$ cat config.mk
export PLATFORM = sky130hd
export DESIGN_NAME = tele_rate_ctrl
export DESIGN_NICKNAME = d
export VERILOG_FILES = /design/src/rtl/tele_pkg.sv /design/src/rtl/tele_tick_cnt.sv /design/src/rtl/tele_rate_ctrl.sv
export SDC_FILE = /design/constraint.sdc
export NUM_CORES = 1
export LEC_CHECK = 0
export ABC_AREA = 1
export BUFFER_PORTS_ARGS = -buffer_cell sky130_fd_sc_hd__buf_2
export CAP_MARGIN = 10
export CELL_PAD_IN_SITES_DETAIL_PLACEMENT = 0
export CELL_PAD_IN_SITES_GLOBAL_PLACEMENT = 2
export CORE_MARGIN = 2
export CORE_UTILIZATION = 36
export CTS_CLUSTER_DIAMETER = 120
export DETAILED_ROUTE_END_ITERATION = 8
export GPL_TIMING_DRIVEN = 0
export PLACE_DENSITY_LB_ADDON = 0.1
export SYNTH_ARGS = -nofsm -noshare
export SYNTH_HDL_FRONTEND = slang
export SYNTH_HIERARCHICAL = 1
export SYNTH_SLANG_ARGS = --single-unit
$ cat constraint.sdc
create_clock -name i_src_clk -period 7.5 [get_ports i_src_clk]
set_clock_uncertainty 0.05 [all_clocks]
set_input_delay 2.25 -clock i_src_clk [delete_from_list [all_inputs] [get_ports i_src_clk]]
set_output_delay 2.25 -clock i_src_clk [all_outputs]
set_load 0.005 [all_outputs]
$ cat src/rtl/tele_pkg.sv
// Shared types and constants for the tele_txrx rate-control path.
package tele_pkg;

    typedef enum logic [1:0] {
        StIdle = 2'd0,
        StRun  = 2'd1,
        StPend = 2'd2
    } tele_state_e;

    localparam int unsigned TELE_MIN_DIV = 2;
    localparam int unsigned TELE_DIV_W   = 16;

endpackage

$ cat src/rtl/tele_tick_cnt.sv
// Period counter with registered tick / tick_mid strobes decoded from the next count.
module tele_tick_cnt
    import tele_pkg::*;
#(
    parameter int unsigned DIV_W = TELE_DIV_W
) (
    input  logic             i_clk,
    input  logic             i_rst,
    input  logic             i_cnt_en,
    input  logic             i_clr,
    input  logic [DIV_W-1:0] i_div,
    input  logic [DIV_W-1:0] i_div_nxt,
    output logic             o_wrap,
    output logic             o_tick,
    output logic             o_tick_mid
);

    localparam logic [DIV_W-1:0] LP_ONE = DIV_W'(1);

    logic [DIV_W-1:0] r_cnt;
    logic [DIV_W-1:0] w_cnt_d;
    logic             w_wrap;
    logic             w_tick_d;
    logic             w_mid_d;
    logic             r_tick;
    logic             r_tick_mid;

    assign w_wrap = (r_cnt == (i_div - LP_ONE));

    always_comb begin
        w_cnt_d = '0;
        if (i_cnt_en && !i_clr && !w_wrap) begin
            w_cnt_d = r_cnt + LP_ONE;
        end
    end

    // Decode against the ratio in force next cycle so a boundary reload strobes correctly.
    assign w_tick_d = !i_clr && (w_cnt_d == (i_div_nxt - LP_ONE));
    assign w_mid_d  = !i_clr && (w_cnt_d == ((i_div_nxt >> 1) - LP_ONE));

    always_ff @(posedge i_clk or posedge i_rst) begin
        if (i_rst) begin
            r_cnt      <= '0;
            r_tick     <= 1'b0;
            r_tick_mid <= 1'b0;
        end else begin
            r_cnt      <= w_cnt_d;
            r_tick     <= w_tick_d;
            r_tick_mid <= w_mid_d;
        end
    end

    assign o_wrap     = w_wrap;
    assign o_tick     = r_tick;
    assign o_tick_mid = r_tick_mid;

endmodule

$ cat src/rtl/tele_rate_ctrl.sv
// Single-clock rate controller: strobe generation with boundary-aligned divide-ratio changes.
module tele_rate_ctrl
    import tele_pkg::*;
#(
    parameter int unsigned DIV_W   = TELE_DIV_W,
    parameter int unsigned DIV_RST = 16,
    parameter int unsigned MIN_DIV = TELE_MIN_DIV
) (
    input  logic             i_src_clk,
    input  logic             i_rst_src,
    input  logic             i_en,
    input  logic             i_cfg_req,
    input  logic [DIV_W-1:0] i_cfg_div,
    output logic             o_cfg_ack,
    output logic             o_cfg_err,
    output logic             o_busy,
    output logic [DIV_W-1:0] o_cur_div,
    output logic             o_tick,
    output logic             o_tick_mid
);

    localparam logic [DIV_W-1:0] LP_MIN = DIV_W'(MIN_DIV);
    localparam logic [DIV_W-1:0] LP_RST = DIV_W'(DIV_RST);

    tele_state_e      r_state;
    tele_state_e      w_state_d;
    logic [DIV_W-1:0] r_cur_div;
    logic [DIV_W-1:0] w_cur_div_d;
    logic [DIV_W-1:0] r_pend_div;
    logic [DIV_W-1:0] w_pend_div_d;
    logic             r_ack;
    logic             w_ack_d;
    logic             r_err;
    logic             w_err_d;
    logic             w_req_ok;
    logic             w_req_bad;
    logic             w_wrap;
    logic             w_active;
    logic             w_clr;

    assign w_req_ok  = i_cfg_req && (i_cfg_div >= LP_MIN);
    assign w_req_bad = i_cfg_req && (i_cfg_div < LP_MIN);

    always_comb begin
        w_state_d    = r_state;
        w_cur_div_d  = r_cur_div;
        w_pend_div_d = r_pend_div;
        w_ack_d      = 1'b0;
        w_err_d      = 1'b0;
        case (r_state)
            StIdle: begin
                w_err_d = w_req_bad;
                if (w_req_ok) begin
                    w_cur_div_d = i_cfg_div;
                    w_ack_d     = 1'b1;
                end
                if (i_en) begin
                    w_state_d = StRun;
                end
            end
            StRun: begin
                w_err_d = w_req_bad;
                if (!i_en) begin
                    w_state_d = StIdle;
                    if (w_req_ok) begin
                        w_cur_div_d = i_cfg_div;
                        w_ack_d     = 1'b1;
                    end
                end else if (w_req_ok) begin
                    w_pend_div_d = i_cfg_div;
                    w_state_d    = StPend;
                end
            end
            StPend: begin
                // Requests are ignored here; the requester waits for busy to drop.
                if (!i_en || w_wrap) begin
                    w_cur_div_d = r_pend_div;
                    w_ack_d     = 1'b1;
                    w_state_d   = i_en ? StRun : StIdle;
                end
            end
            default: begin
                w_state_d = StIdle;
            end
        endcase
    end

    always_ff @(posedge i_src_clk or posedge i_rst_src) begin
        if (i_rst_src) begin
            r_state    <= StIdle;
            r_cur_div  <= LP_RST;
            r_pend_div <= '0;
            r_ack      <= 1'b0;
            r_err      <= 1'b0;
        end else begin
            r_state    <= w_state_d;
            r_cur_div  <= w_cur_div_d;
            r_pend_div <= w_pend_div_d;
            r_ack      <= w_ack_d;
            r_err      <= w_err_d;
        end
    end

    assign w_active = (r_state != StIdle);
    assign w_clr    = (w_state_d == StIdle);

    tele_tick_cnt #(
        .DIV_W (DIV_W)
    ) u_tick_cnt (
        .i_clk      (i_src_clk),
        .i_rst      (i_rst_src),
        .i_cnt_en   (w_active),
        .i_clr      (w_clr),
        .i_div      (r_cur_div),
        .i_div_nxt  (w_cur_div_d),
        .o_wrap     (w_wrap),
        .o_tick     (o_tick),
        .o_tick_mid (o_tick_mid)
    );

    assign o_cfg_ack = r_ack;
    assign o_cfg_err = r_err;
    assign o_busy    = (r_state == StPend);
    assign o_cur_div = r_cur_div;

endmodule

## After elaboration in Yosys (flattened, before gate mapping)

Index checks and enable logic that the tools add are counted.

| word-level totals | value |
|---|---|
| register bits | 54 |
| bits of input ports | 20 |
| output and inout bits | 21 |
| word-level logic and storage cells | 50 |

| cells by class | value |
|---|---|
| add/subtract/negate cells | 4 |
| magnitude comparators | 2 |
| equality and inequality tests | 5 |
| muxes and demuxes | 16 |
| reduce and logical (&&, ||, !) cells | 15 |

Operators with widths:

| cell | number |
|---|---|
| $mux W16 | 4 |
| $eq A16 B16 Y1 | 3 |
| $pmux W16 S3 | 1 |
| $sub A16 B1 Y16 const B | 2 |
| $add A16 B1 Y16 const B | 1 |
| $ge A16 B2 Y1 const B | 1 |
| $lt A16 B2 Y1 const B | 1 |
| $sub A15 B1 Y16 const B | 1 |
| $mux W2 | 4 |
| $logic_and A1 B1 Y1 | 6 |
| $pmux W2 S3 | 1 |
| $mux W1 | 5 |
| $logic_not A2 Y1 | 2 |
| $logic_not A1 Y1 | 3 |
| $pmux W1 S3 | 1 |
| $reduce_and A3 Y1 | 1 |
| $eq A2 B1 Y1 const B | 1 |
| $eq A2 B2 Y1 const B | 1 |
| $reduce_bool A2 Y1 | 1 |
| $reduce_or A2 Y1 | 1 |
| $logic_or A1 B1 Y1 | 1 |

## Depth between registers and ports, before layout

Gate-level depths: netlist (run 1).

| logic depth | value |
|---|---|
| depth after elaboration | 12 |
| mapped depth | 36 |
| depth with buffers taken out | 35 |

## Modules after synthesis

Netlist (run 1), hierarchy kept.

Modules (own cells, without submodules):

| module | instances | cells each | area each (um^2) | seq. area each (um^2) |
|---|---|---|---|---|
| tele_tick_cnt | 1 | 509 | 2955.3 | 450.4 |
| tele_rate_ctrl | 1 | 341 | 2381.0 | 902.1 |

## Worst setup path before layout (run 1)

OpenSTA, ideal clock, no wires.

| timing | value |
|---|---|
| kind | in2reg |
| from | in i_cfg_div[2] |
| to | reg u_tick_cnt.r_tick (netlist: u_tick_cnt/o_tick) |
| setup time | 0.071 ns |
| arrival time | 4.643 ns |
| required time | 7.379 ns |
| slack | 2.736 ns |
| stages on the path | 26 |
| buffers on the path | 1 |
| cells stage by stage | nor2_1 nand2_1 nor2_2 nand2_2 nand2_2 buf_4 nand2_1 nand3_1 nand2_1 nand2_1 nand2_1 inv_1 ha_1 inv_1 nor2_4 nand2_1 nor2_2 nand2_1 a21oi_1 xor2_1 inv_1 nand2_1 nand3_1 nor2_1 nand3_1 nor2_1 |

| on the way | value |
|---|---|
| elaborated cells on any way between the ends | 16 |
| those cells by class | add/sub: 1; order compare: 1; eq/ne: 1; mux: 7; reduce/logical: 6 |

RTL lines:

| item | line | RTL |
|---|---|---|
| start, declared | tele_rate_ctrl.sv:13 | `input logic [DIV_W-1:0] i_cfg_div,` |
| $ge A16 B2 Y1 * | tele_rate_ctrl.sv:41 | `assign w_req_ok = i_cfg_req && (i_cfg_div >= LP_MIN);` |
| $logic_and A1 B1 Y1 * | tele_rate_ctrl.sv:41 |  |
| $mux W16 * | tele_rate_ctrl.sv:53, tele_rate_ctrl.sv:65 |  |
| $mux W16 | tele_rate_ctrl.sv:63 | `if (!i_en) begin` |
| $pmux W16 S3 * | tele_rate_ctrl.sv:50 | `case (r_state)` |
| named net w_cur_div_d[1] | tele_rate_ctrl.sv:28 | `logic [DIV_W-1:0] w_cur_div_d;` |
| $sub A16 B1 Y16 * | tele_tick_cnt.sv:38 | `assign w_tick_d = !i_clr && (w_cnt_d == (i_div_nxt - LP_ONE));` |
| $eq A16 B16 Y1 * | tele_tick_cnt.sv:38 |  |
| $logic_and A1 B1 Y1 * | tele_tick_cnt.sv:38 |  |
| named net u_tick_cnt.w_tick_d | tele_tick_cnt.sv:23 | `logic w_tick_d;` |
| end signal, assigned | tele_tick_cnt.sv:48 | `r_tick <= w_tick_d;` |
| end, declared | tele_tick_cnt.sv:25 | `logic r_tick;` |

Mark *: on every way through the listed nets, which the timed path passes. The rest lies on a longest branch.
A chain may end at the register's enable or synchronous reset.

## Worst setup path in the final report (run 1)

| timing | value |
|---|---|
| from | in i_en |
| to | reg u_tick_cnt.r_tick (netlist: u_tick_cnt/o_tick) |

| on the way | value |
|---|---|
| elaborated cells on any way between the ends | 18 |
| those cells by class | add/sub: 1; eq/ne: 1; mux: 9; reduce/logical: 7 |

RTL lines:

| item | line | RTL |
|---|---|---|
| start, declared | tele_rate_ctrl.sv:11 | `input logic i_en,` |
| $logic_not A1 Y1 | tele_rate_ctrl.sv:76 | `if (!i_en \|\| w_wrap) begin` |
| $logic_or A1 B1 Y1 | tele_rate_ctrl.sv:76 |  |
| $mux W16 | tele_rate_ctrl.sv:76 |  |
| $pmux W16 S3 * | tele_rate_ctrl.sv:50 |  |
| named net w_cur_div_d[1] | tele_rate_ctrl.sv:28 |  |
| $sub A16 B1 Y16 * | tele_tick_cnt.sv:38 |  |
| $eq A16 B16 Y1 * | tele_tick_cnt.sv:38 |  |
| $logic_and A1 B1 Y1 * | tele_tick_cnt.sv:38 |  |
| named net u_tick_cnt.w_tick_d | tele_tick_cnt.sv:23 |  |

Marks and branches as above.

==> flow_metrics.py, run 1 <==
metrics = {
    "status": {
        "status": "finished clean",
    },
    "route": {
        "viasPerCell": 5.13,
        "finalWirelength_um": 18200,
        "drc": 0,
        "drtIter0Drc": 331,
        "routed-via-count": 5550,
        "drt_pass1_iterations": 5,
        "ant_nets": 0,
        "wire_per_inst_um": 16.9,
    },
    "floorplanning": {
        "core_area_um2": 14500,
        "dieArea_um2": 15800,
        "fp-row-count": 44,
        "initial_core_util": 0.367,
        "die_h_um": 126,
        "fp.dieW_um": 126,
        "io_pins": 41,
    },
    "timing": {
        "slew_viol_final": 0,
        "setup_tns_ns": 0,
        "finalCritPeriodShare": 0.715,
        "fmax_mhz": 186,
        "finalSetupViolCount": 0,
        "period_minus_slack_ns": 5.37,
        "slew_headroom": 0.459,
        "hold_slack_ns": 0.445,
        "hold_viol_final": 0,
        "worst_pin_slew_ns": 0.810,
        "setup_slack_ns": 2.13,
        "rsz0062_at_grt": "false",
    },
    "worst_setup_path": {
        "cp-end-kind": "register",
        "cp_data_required_time_ns": 7.67,
        "worstPathMaxFanout": 10,
        "worstPathArrival_ns": 5.54,
        "crit_type": "input port to register",
        "reg2regPathDepth": 29,
        "start_kind": "input port",
    },
    "placement": {
        "dp_slack_ns": 1.89,
        "globalplace.congestion": 0.906,
        "dp_hpwl_um": 14900,
        "io_buffers": 39,
    },
    "clock_tree": {
        "cts_hold_buf": 0,
        "cts-root-buf": "clkbuf_16",
        "cts.sinks": 54,
        "ctsResizeCount": 0,
        "clock_path_buffers": 2,
        "cts_inserted_buffers": 5,
        "path_clk_slew_ns": 0.08,
        "cts_tree": "done",
        "clkLatencyLatePin_ns": 0.31,
        "post_cts.repair.setup_buffers": 0,
        "htree_levels": 2,
    },
    "synth": {
        "synth_top_area_cell": "dfrtp_1",
        "async_reset_ff_frac": 1.00,
        "avgSynthCellArea_um2": 6.28,
        "synth-compound-area-share": 0.0858,
        "synth_top_family_by_area": "simple AND/OR/NAND/NOR gates",
        "ys_ff_latch": 54,
        "synth-edff-count": 0,
        "syn_inst": 850,
        "synth_fa_ha_area_frac": 0.0117,
        "ys.flop_type": "dfrtp_1",
        "synth_simple_gate_area_share": 0.410,
        "synth.top_cell.area_share": 0.249,
        "ys_warn_count": 6,
        "netlist_area_um2": 5340,
        "synth_area_leaders": "dfrtp_1 (25%), nand2_1 (16%), inv_1 (11%), xor2_1 (7.7%), nand3_1 (7.3%)",
        "ys_seq_area_frac": 0.253,
        "synth_nets": 875,
        "synth_cell_type_count": 42,
        "synth_xor_area_frac": 0.0936,
        "synthMuxAreaShare": 0,
    },
    "worst_hold_path": {
        "hold_class": "register to register",
        "whs_path_depth": 2,
    },
    "grt": {
        "grt_first_pass_wirelength_um": 29100,
        "track_usage": 0.235,
        "antenna_found_initial": 0,
        "grt_pass1_vias": 5462,
        "grt-ovfl-total": 0,
        "grt_max_degree": 37,
    },
    "pwr": {
        "leakage_nw": 3.17,
        "peakVddDrop_uv": 97.8,
        "cellPowerDensity_nw_per_um2": 201,
    },
    "finish": {
        "num-nets-final": 921,
        "regArea_um2": 1350,
        "fillCellCount": 1610,
        "area_growth_pct": 11.0,
        "n_antenna_cell": 0,
        "drive_above_1_share": 0.133,
        "multiInputGateArea_um2": 3210,
        "post-route-util": 0.408,
    },
    "run": {
        "maxCapViolCount": 0,
    },
}
## routing by layer
metal	vias up	track usage	part of all wire
met1	2612	0.354	0.51
met5	-	0	0
met2	135	0.359	0.43
li1	2778	-	-
met4	0	0.0653	0.021
met3	25	0.0238	0.042
## logic make-up (layout without fill, tap and decap cells)
family	Yosys count	in the layout
buf+inv	185	232
simple gates	474	474
flops	54	54
fa+ha+maj	5	5
compound gates	75	75
xor+xnor	57	57
## sequential cells by signal, indices dropped and copies added, names as in the netlist
register / flops
o_cfg_ack: 1
u_tick_cnt/r_cnt: 16
r_state: 2
o_cfg_err: 1
r_pend_div: 16
u_tick_cnt/o_tick_mid: 1
u_tick_cnt/o_tick: 1
o_cur_div: 16
## area by class of cell
class	instances	area share
plain buffers	28	0.0313
clock inverters	1	0.00148
multi-input cells	611	0.542
well taps	184	0.0389
inverters	157	0.0995
flip-flops and latches	54	0.228
clock buffers	7	0.0258
repair buffers	39	0.0330
## report_power, final
group / leakage, nW / total, mW / switching (mW) / internal, mW
clock: 0.0801 / 0.260 / 0.117 / 0.143
sequential: 0.685 / 0.415 / 0.0789 / 0.337
combinational: 2.40 / 0.516 / 0.338 / 0.178
## through the flow
step | std cells | cell area, µm² | total power [mW]
after floorplan | 850 | 5340 | 0.760
after CTS | 1081 | 5920 | 1.20
after global placement | 1073 | 5760 | 0.931
final | 1081 | 5920 | 1.19
after global routing | 1081 | 5920 | 1.29
after detailed placement | 1073 | 5760 | 0.935
## synthesized netlist by cell type (2+ instances only)
master / count
a211oi_1: 5
a21oi_1: 11
a31oi_1: 16
and2_1: 2
buf_2: 11
buf_4: 7
buf_6: 3
clkbuf_1: 5
dfrtp_1: 53
ha_1: 5
inv_1: 151
inv_2: 5
nand2_1: 234
nand2_2: 4
nand3_1: 78
nand3_2: 15
nand3b_1: 4
nand4_1: 28
nor2_1: 74
nor2_2: 11
nor2_4: 4
nor3_1: 7
nor4_1: 5
o211ai_1: 11
o21ai_0: 12
o21ai_1: 15
or2_2: 4
xnor2_1: 10
xor2_1: 47
## critical path, cell delays in order
cell      delay (ns)
buf_2           0.13
nand2_1         0.26
clkbuf_1        0.46
o211ai_1        0.14
inv_1           0.07
nand2_1         0.05
nand2_1         0.06
nand2_1         0.08
inv_1           0.20
ha_1            0.23
inv_1           0.09
nor2_4          0.14
nand2_1         0.10
nor2_2          0.16
nand2_1         0.11
a21oi_1         0.16
xor2_1          0.29
inv_1           0.07
nand2_1         0.07
nand3_1         0.07
nor2_1          0.11
nand3_1         0.08
nor2_1          0.14
## path summary, 6_finish.rpt
kind	start	endpoint	slack, ns
min in group asynchronous	i_rst_src	u_tick_cnt/r_cnt[14]$_DFF_PP0_	2.04
worst max register to register	o_cur_div[0]$_DFF_PP0_	u_tick_cnt/o_tick$_DFF_PP0_	2.30
worst min-delay path	r_pend_div[7]$_DFFE_PP0P_	r_pend_div[7]$_DFFE_PP0P_	0.44
worst min register to register	r_pend_div[7]$_DFFE_PP0P_	r_pend_div[7]$_DFFE_PP0P_	0.44
worst max-delay path	i_en	u_tick_cnt/o_tick$_DFF_PP0_	2.13
max in group asynchronous	i_rst_src	o_cur_div[13]$_DFF_PP0_	4.83
## cells in the final DEF, fill, tap and decap left out, types with 2 or more instances in the layout
cell and count:
a211oi_1 5, a21oi_1 11, a31oi_1 16, and2_1 2, buf_2 50, buf_4 7, buf_6 3, clkbuf_1 5
clkbuf_16 5, clkbuf_8 2, dfrtp_1 53, ha_1 5, inv_1 150, inv_2 6, nand2_1 234, nand2_2 4
nand3_1 78, nand3_2 15, nand3b_1 4, nand4_1 28, nor2_1 74, nor2_2 11, nor2_4 4, nor3_1 7
nor4_1 5, o211ai_1 11, o21ai_0 12, o21ai_1 15, or2_2 4, xnor2_1 10, xor2_1 47
(Power assumes the default switching activity.)
==> inputs of run 2 (changes only) <==
- CORE_UTILIZATION: 36 -> 30
- clock period: 7.5 -> 4.3 ns (I/O delays scaled with it)
==> run 2 against run 1 <==
  * Clock-buffer cell count fell by 1
  * Combinational power rose by 130%
  * Flip-flop and latch count did not move
  * Via count rose by 2.6%
  * Critical path depth rose by 4
  * Global-route usage fell by 1.4 points
  * Die area rose by 19%
  * Non-clock buffer count rose by 37
  * Utilization fell by 1.9 points
  * Critical endpoint is now u_tick_cnt/o_tick_mid$_DFF_PP0_
==> flow_metrics.py, run 2 (synthesis results as in run 1) <==
metrics = {
    "status": {
        "status": "finished clean",
    },
    "clock_tree": {
        "cts_hold_buf": 0,
        "cts-root-buf": "clkbuf_16",
        "cts.sinks": 54,
        "cts_tree": "done",
        "clkLatencyLatePin_ns": 0.31,
        "cts_inserted_buffers": 5,
        "clock_path_buffers": 2,
        "htree_levels": 2,
        "path_clk_slew_ns": 0.08,
    },
    "worst_setup_path": {
        "r2r_start": "o_cur_div[0]$_DFF_PP0_",
        "crit_type": "register to register",
        "r2r_end": "u_tick_cnt/o_tick_mid$_DFF_PP0_",
        "worstPathMaxFanout": 7,
        "path_buf_inv": 5,
        "rrSetupSlack_ns": 0.22,
        "worstPathArrival_ns": 4.27,
        "cp_data_required_time_ns": 4.49,
        "cp_common_cell": "nor2_1",
        "reg2regPathDepth": 27,
        "cp-end-kind": "register",
        "worst_path_max_delay_cell": "dfrtp_2",
        "slowest_delay_ns": 0.43,
        "start_kind": "register",
        "critical-path-top-delay-family": "simple AND/OR/NAND/NOR gates",
    },
    "timing": {
        "finalSetupViolCount": 0,
        "hold_slack_ns": 0.444,
        "worst_pin_slew_ns": 0.806,
        "period_minus_slack_ns": 4.08,
        "hold_viol_final": 0,
        "fmax_mhz": 245,
        "slew_viol_final": 0,
        "finalCritPeriodShare": 0.948,
        "setup_tns_ns": 0,
        "slew_headroom": 0.462,
    },
    "grt": {
        "grt_max_degree": 37,
        "grt_pass1_vias": 5621,
        "grt-ovfl-total": 0,
        "track_usage": 0.221,
        "grt_first_pass_wirelength_um": 31000,
        "antenna_found_initial": 0,
    },
    "floorplanning": {
        "dieArea_um2": 18900,
        "initial_core_util": 0.307,
        "die_h_um": 137,
        "io_pins": 41,
        "core_area_um2": 17400,
        "fp-row-count": 48,
        "fp.dieW_um": 137,
    },
    "pwr": {
        "peakVddDrop_uv": 194,
        "clock_power_share": 0.211,
        "combPwrFrac": 0.487,
        "cellPowerDensity_nw_per_um2": 357,
        "p_seq_frac": 0.302,
        "p_int_mw": 1.34,
        "p_total_mw": 2.41,
        "leakage_nw": 3.42,
        "power.switching_mw": 1.07,
        "p_sw_frac": 0.444,
    },
    "finish": {
        "num-nets-final": 958,
        "final_common_cell": "nand2_1",
        "drive_above_1_share": 0.270,
        "mostFrequentLayoutCells": "nand2_1 (213), inv_1 (140), nand3_1 (71)",
        "n_antenna_cell": 0,
        "area_growth_pct": 26.5,
        "post-route-util": 0.389,
    },
    "route": {
        "drt_pass1_iterations": 5,
        "routed-via-count": 5692,
        "finalWirelength_um": 19900,
        "wire_per_inst_um": 17.1,
        "ant_nets": 0,
        "wl_met3_um": 766,
        "drc": 0,
        "drtIter0Drc": 273,
        "highest_layer": "met4",
        "wl_met1_um": 10000,
        "wl_met2_um": 8710,
        "viasPerCell": 4.91,
    },
    "worst_hold_path": {
        "min_to": "r_pend_div[7]$_DFFE_PP0P_",
        "hold_class": "register to register",
        "whs_path_depth": 2,
        "worstHoldStart": "r_pend_div[7]$_DFFE_PP0P_",
    },
    "placement": {
        "globalplace.congestion": 0.952,
        "dp_hpwl_um": 15800,
        "io_buffers": 39,
    },
    "run": {
        "maxCapViolCount": 0,
    },
}
[run 2: what timing repair did]
item / 4_1_cts / 5_1_grt
setup buffers: 16 / 22
resized for setup: 61 / 72
pin swaps: 18 / 36
endpoints found under the setup margin: 12 / 2
[run 2: tightest hold or removal path, cell delays in order, from the launching register on]
cell and delay (ns):
dfrtp_1 0.35, nand2_1 0.05, o21ai_1 0.06
[run 2: routing by layer]
metal | vias to the layer above | track usage
met1 | 2721 | 0.328
met5 | - | 0
met3 | 19 | 0.0283
met4 | 0 | 0.0578
met2 | 112 | 0.336
li1 | 2840 | -
[run 2: final cells by class]
cell class	instances	area (µm²)
Tap cell	225	282
Inverter	157	602
Buffer	28	204
Clock buffer	6	139
Multi-Input combinational cell	611	3650
Clock inverter	2	38.8
Timing Repair Buffer	76	473
Sequential cell	54	1370
Fill cell	1916	10600
[run 2: worst max-delay path by stage]
stage,start,to,slack (ns),depth (start not counted)
after floorplan,o_cur_div[0]$_DFF_PP0_,u_tick_cnt/o_tick$_DFF_PP0_,0.33,32
after global placement,o_cur_div[0]$_DFF_PP0_,u_tick_cnt/o_tick$_DFF_PP0_,-0.97,32
after detailed placement,o_cur_div[0]$_DFF_PP0_,u_tick_cnt/o_tick$_DFF_PP0_,-0.93,32
after CTS,o_cur_div[0]$_DFF_PP0_,u_tick_cnt/o_tick$_DFF_PP0_,0.008,28
after global routing,o_cur_div[4]$_DFF_PP1_,u_tick_cnt/o_tick$_DFF_PP0_,-0.05,27
final,o_cur_div[0]$_DFF_PP0_,u_tick_cnt/o_tick_mid$_DFF_PP0_,0.22,27
[run 2: stage by stage]
| stage | cells | instance area [µm²] | setup slack [ns] |
|---|---|---|---|
| 2_1_floorplan | 850 | 5340 | 0.333 |
| 3_3_place_gp | 1114 | 5810 | -0.966 |
| 3_5_place_dp | 1114 | 5810 | -0.934 |
| 4_1_cts | 1138 | 6330 | 0.00825 |
| 5_1_grt | 1159 | 6750 | -0.0489 |
| 6_report | 1159 | 6750 | 0.222 |
[run 2: power by group through the flow]
| stage | combinational [mW] | clock [mW] | sequential (mW) |
|---|---|---|---|
| after floorplan | 0.647 | 0 | 0.678 |
| after global placement | 0.902 | 0 | 0.737 |
| after detailed placement | 0.905 | 0 | 0.739 |
| after CTS | 1.03 | 0.526 | 0.726 |
| after global routing | 1.31 | 0.546 | 0.738 |
| final | 1.17 | 0.508 | 0.729 |
==> inputs of run 3 (changes only) <==
- BUFFER_PORTS_ARGS: -buffer_cell sky130_fd_sc_hd__buf_2 -> unset
- CORE_UTILIZATION: 30 -> 32
- DONT_BUFFER_PORTS: unset -> 1
==> run 3 against run 2 <==
  * Fmax fell by 1.2%
  * Critical endpoint unchanged
  * Flip-flop and latch count unchanged
  * Largest power group unchanged
  * Sequential share of layout area is 0.95 points higher
  * Final cell count fell by 5.3%
==> flow_metrics.py, run 3 (synthesis results as in run 1) <==
metrics = {
    "status": {
        "status": "finished clean",
    },
    "floorplanning": {
        "initial_core_util": 0.324,
        "dieArea_um2": 17700,
        "fp-row-count": 47,
        "die_h_um": 133,
        "io_pins": 41,
        "fp.dieW_um": 133,
        "core_area_um2": 16500,
    },
    "finish": {
        "final_common_cell": "nand2_1",
        "n_antenna_cell": 0,
        "post-route-util": 0.391,
        "area_growth_pct": 20.7,
        "mostFrequentLayoutCells": "nand2_1 (212), inv_1 (140), nand3_1 (74)",
        "num-nets-final": 901,
        "drive_above_1_share": 0.220,
    },
    "grt": {
        "antenna_found_initial": 0,
        "grt_first_pass_wirelength_um": 30100,
        "track_usage": 0.222,
        "grt-ovfl-total": 0,
        "grt_max_degree": 37,
        "grt_pass1_vias": 5320,
    },
    "worst_setup_path": {
        "start_kind": "register",
        "r2r_start": "o_cur_div[0]$_DFF_PP0_",
        "worstPathMaxFanout": 7,
        "worst_path_max_delay_cell": "dfrtp_2",
        "cp_data_required_time_ns": 4.47,
        "cp_common_cell": "nand2_1",
        "crit_start": "o_cur_div[0]$_DFF_PP0_",
        "worstPathArrival_ns": 4.30,
        "crit_type": "register to register",
        "slowest_delay_ns": 0.49,
        "cp-end-kind": "register",
    },
    "timing": {
        "fmax_mhz": 242,
        "hold_viol_final": 0,
        "finalCritPeriodShare": 0.960,
        "rsz0062_at_grt": "true",
        "slew_headroom": 0.461,
        "finalSetupViolCount": 0,
        "worst_pin_slew_ns": 0.808,
        "setup_slack_ns": 0.173,
        "period_minus_slack_ns": 4.13,
        "slew_viol_final": 0,
    },
    "clock_tree": {
        "htree_levels": 2,
        "cts.sinks": 54,
        "clkLatencyLatePin_ns": 0.31,
        "cts_tree": "done",
        "clock_path_buffers": 2,
        "cts-root-buf": "clkbuf_16",
        "cts_inserted_buffers": 5,
        "path_clk_slew_ns": 0.08,
    },
    "pwr": {
        "leakage_nw": 3.19,
        "cellPowerDensity_nw_per_um2": 349,
        "p_total_mw": 2.25,
        "peakVddDrop_uv": 169,
    },
    "route": {
        "drt_pass1_iterations": 5,
        "viasPerCell": 5.01,
        "wl_met3_um": 916,
        "highest_layer": "met4",
        "wl_met2_um": 8970,
        "drc": 0,
        "wl_met1_um": 9440,
        "ant_nets": 0,
        "routed-via-count": 5494,
        "wire_per_inst_um": 17.9,
        "drtIter0Drc": 350,
        "finalWirelength_um": 19600,
    },
    "run": {
        "maxCapViolCount": 0,
    },
    "worst_hold_path": {
        "hold_class": "register to register",
        "worstHoldStart": "r_pend_div[1]$_DFFE_PP0P_",
    },
    "placement": {
        "io_buffers": 0,
        "globalplace.congestion": 0.893,
        "dp_slack_ns": -1.04,
        "dp_hpwl_um": 15300,
    },
}
[run 3: cell count changes in the layout (fill, tap and decap cells not counted), moves of 3 or more]
cell      previous run  this run
buf_2               49        10
buf_4               44        26
clkbuf_1             3         6
nand2_2             21        18
nand2_4              5         9
nand3_1             71        74
nand3_2             20        17
[run 3: worst paths after layout]
| kind | to | slack [ns] | cells after the start |
|---|---|---|---|
| worst min register to register | r_pend_div[1]$_DFFE_PP0P_ | 0.45 | 2 |
| max in group asynchronous | o_cur_div[6]$_DFF_PP0_ | 2.66 | 1 |
| worst min-delay path | r_pend_div[1]$_DFFE_PP0P_ | 0.45 | 2 |
| worst max-delay path | u_tick_cnt/o_tick_mid$_DFF_PP0_ | 0.17 | 32 |
| min in group asynchronous | u_tick_cnt/r_cnt[7]$_DFF_PP0_ | 0.96 | 1 |
| worst max register to register | u_tick_cnt/o_tick_mid$_DFF_PP0_ | 0.17 | 32 |
[run 3: power by group]
part           total [mW]  internal [mW]  switching, mW
logic                1.08          0.389          0.686
clock network       0.415          0.217          0.197
registers           0.757          0.592          0.165
[run 3: final cells by class]
class	count	area, µm²
well taps	220	275
plain buffers	28	203
inverters	157	604
clock buffers	7	133
multi-input cells	611	3710
repair buffers	19	143
flip-flops and latches	54	1370
clock inverters	1	7.51
fillers	1796	10000
[run 3: timing repair]
item / in CTS / in global routing
endpoints found under the setup margin: 12 / 2
gates resized for setup: 84 / 57
pin swaps: 24 / 27
setup buffers: 13 / 6
hold buffers: 0 / 0
[run 3: layer usage]
| metal | track usage | vias up |
|---|---|---|
| met1 | 0.321 | 2616 |
| met4 | 0.0491 | 0 |
| met3 | 0.0327 | 20 |
| li1 | - | 2727 |
| met2 | 0.353 | 131 |
| met5 | 0 | - |
[run 3: worst max-delay path, delay by kind of cell, from the launching register on]
kind,cells,cell delay (ns)
adders and majority gates,1,0.18
xor gates and xnor gates,1,0.17
buffers and inverters,7,0.69
DFF,1,0.49
AOI/OAI and AO/OA,2,0.32
and+or+nand+nor,21,2.15
[run 3: through the flow]
step	area [µm²]	hold WS [ns]	std cells	setup TNS, ns
floorplan	5340	0.403	850	0
global placement	5610	0.428	1070	-3.75
detailed placement	5610	0.431	1070	-3.20
CTS	6150	0.449	1091	0
global route	6440	0.459	1097	-0.181
finish	6440	0.450	1097	0
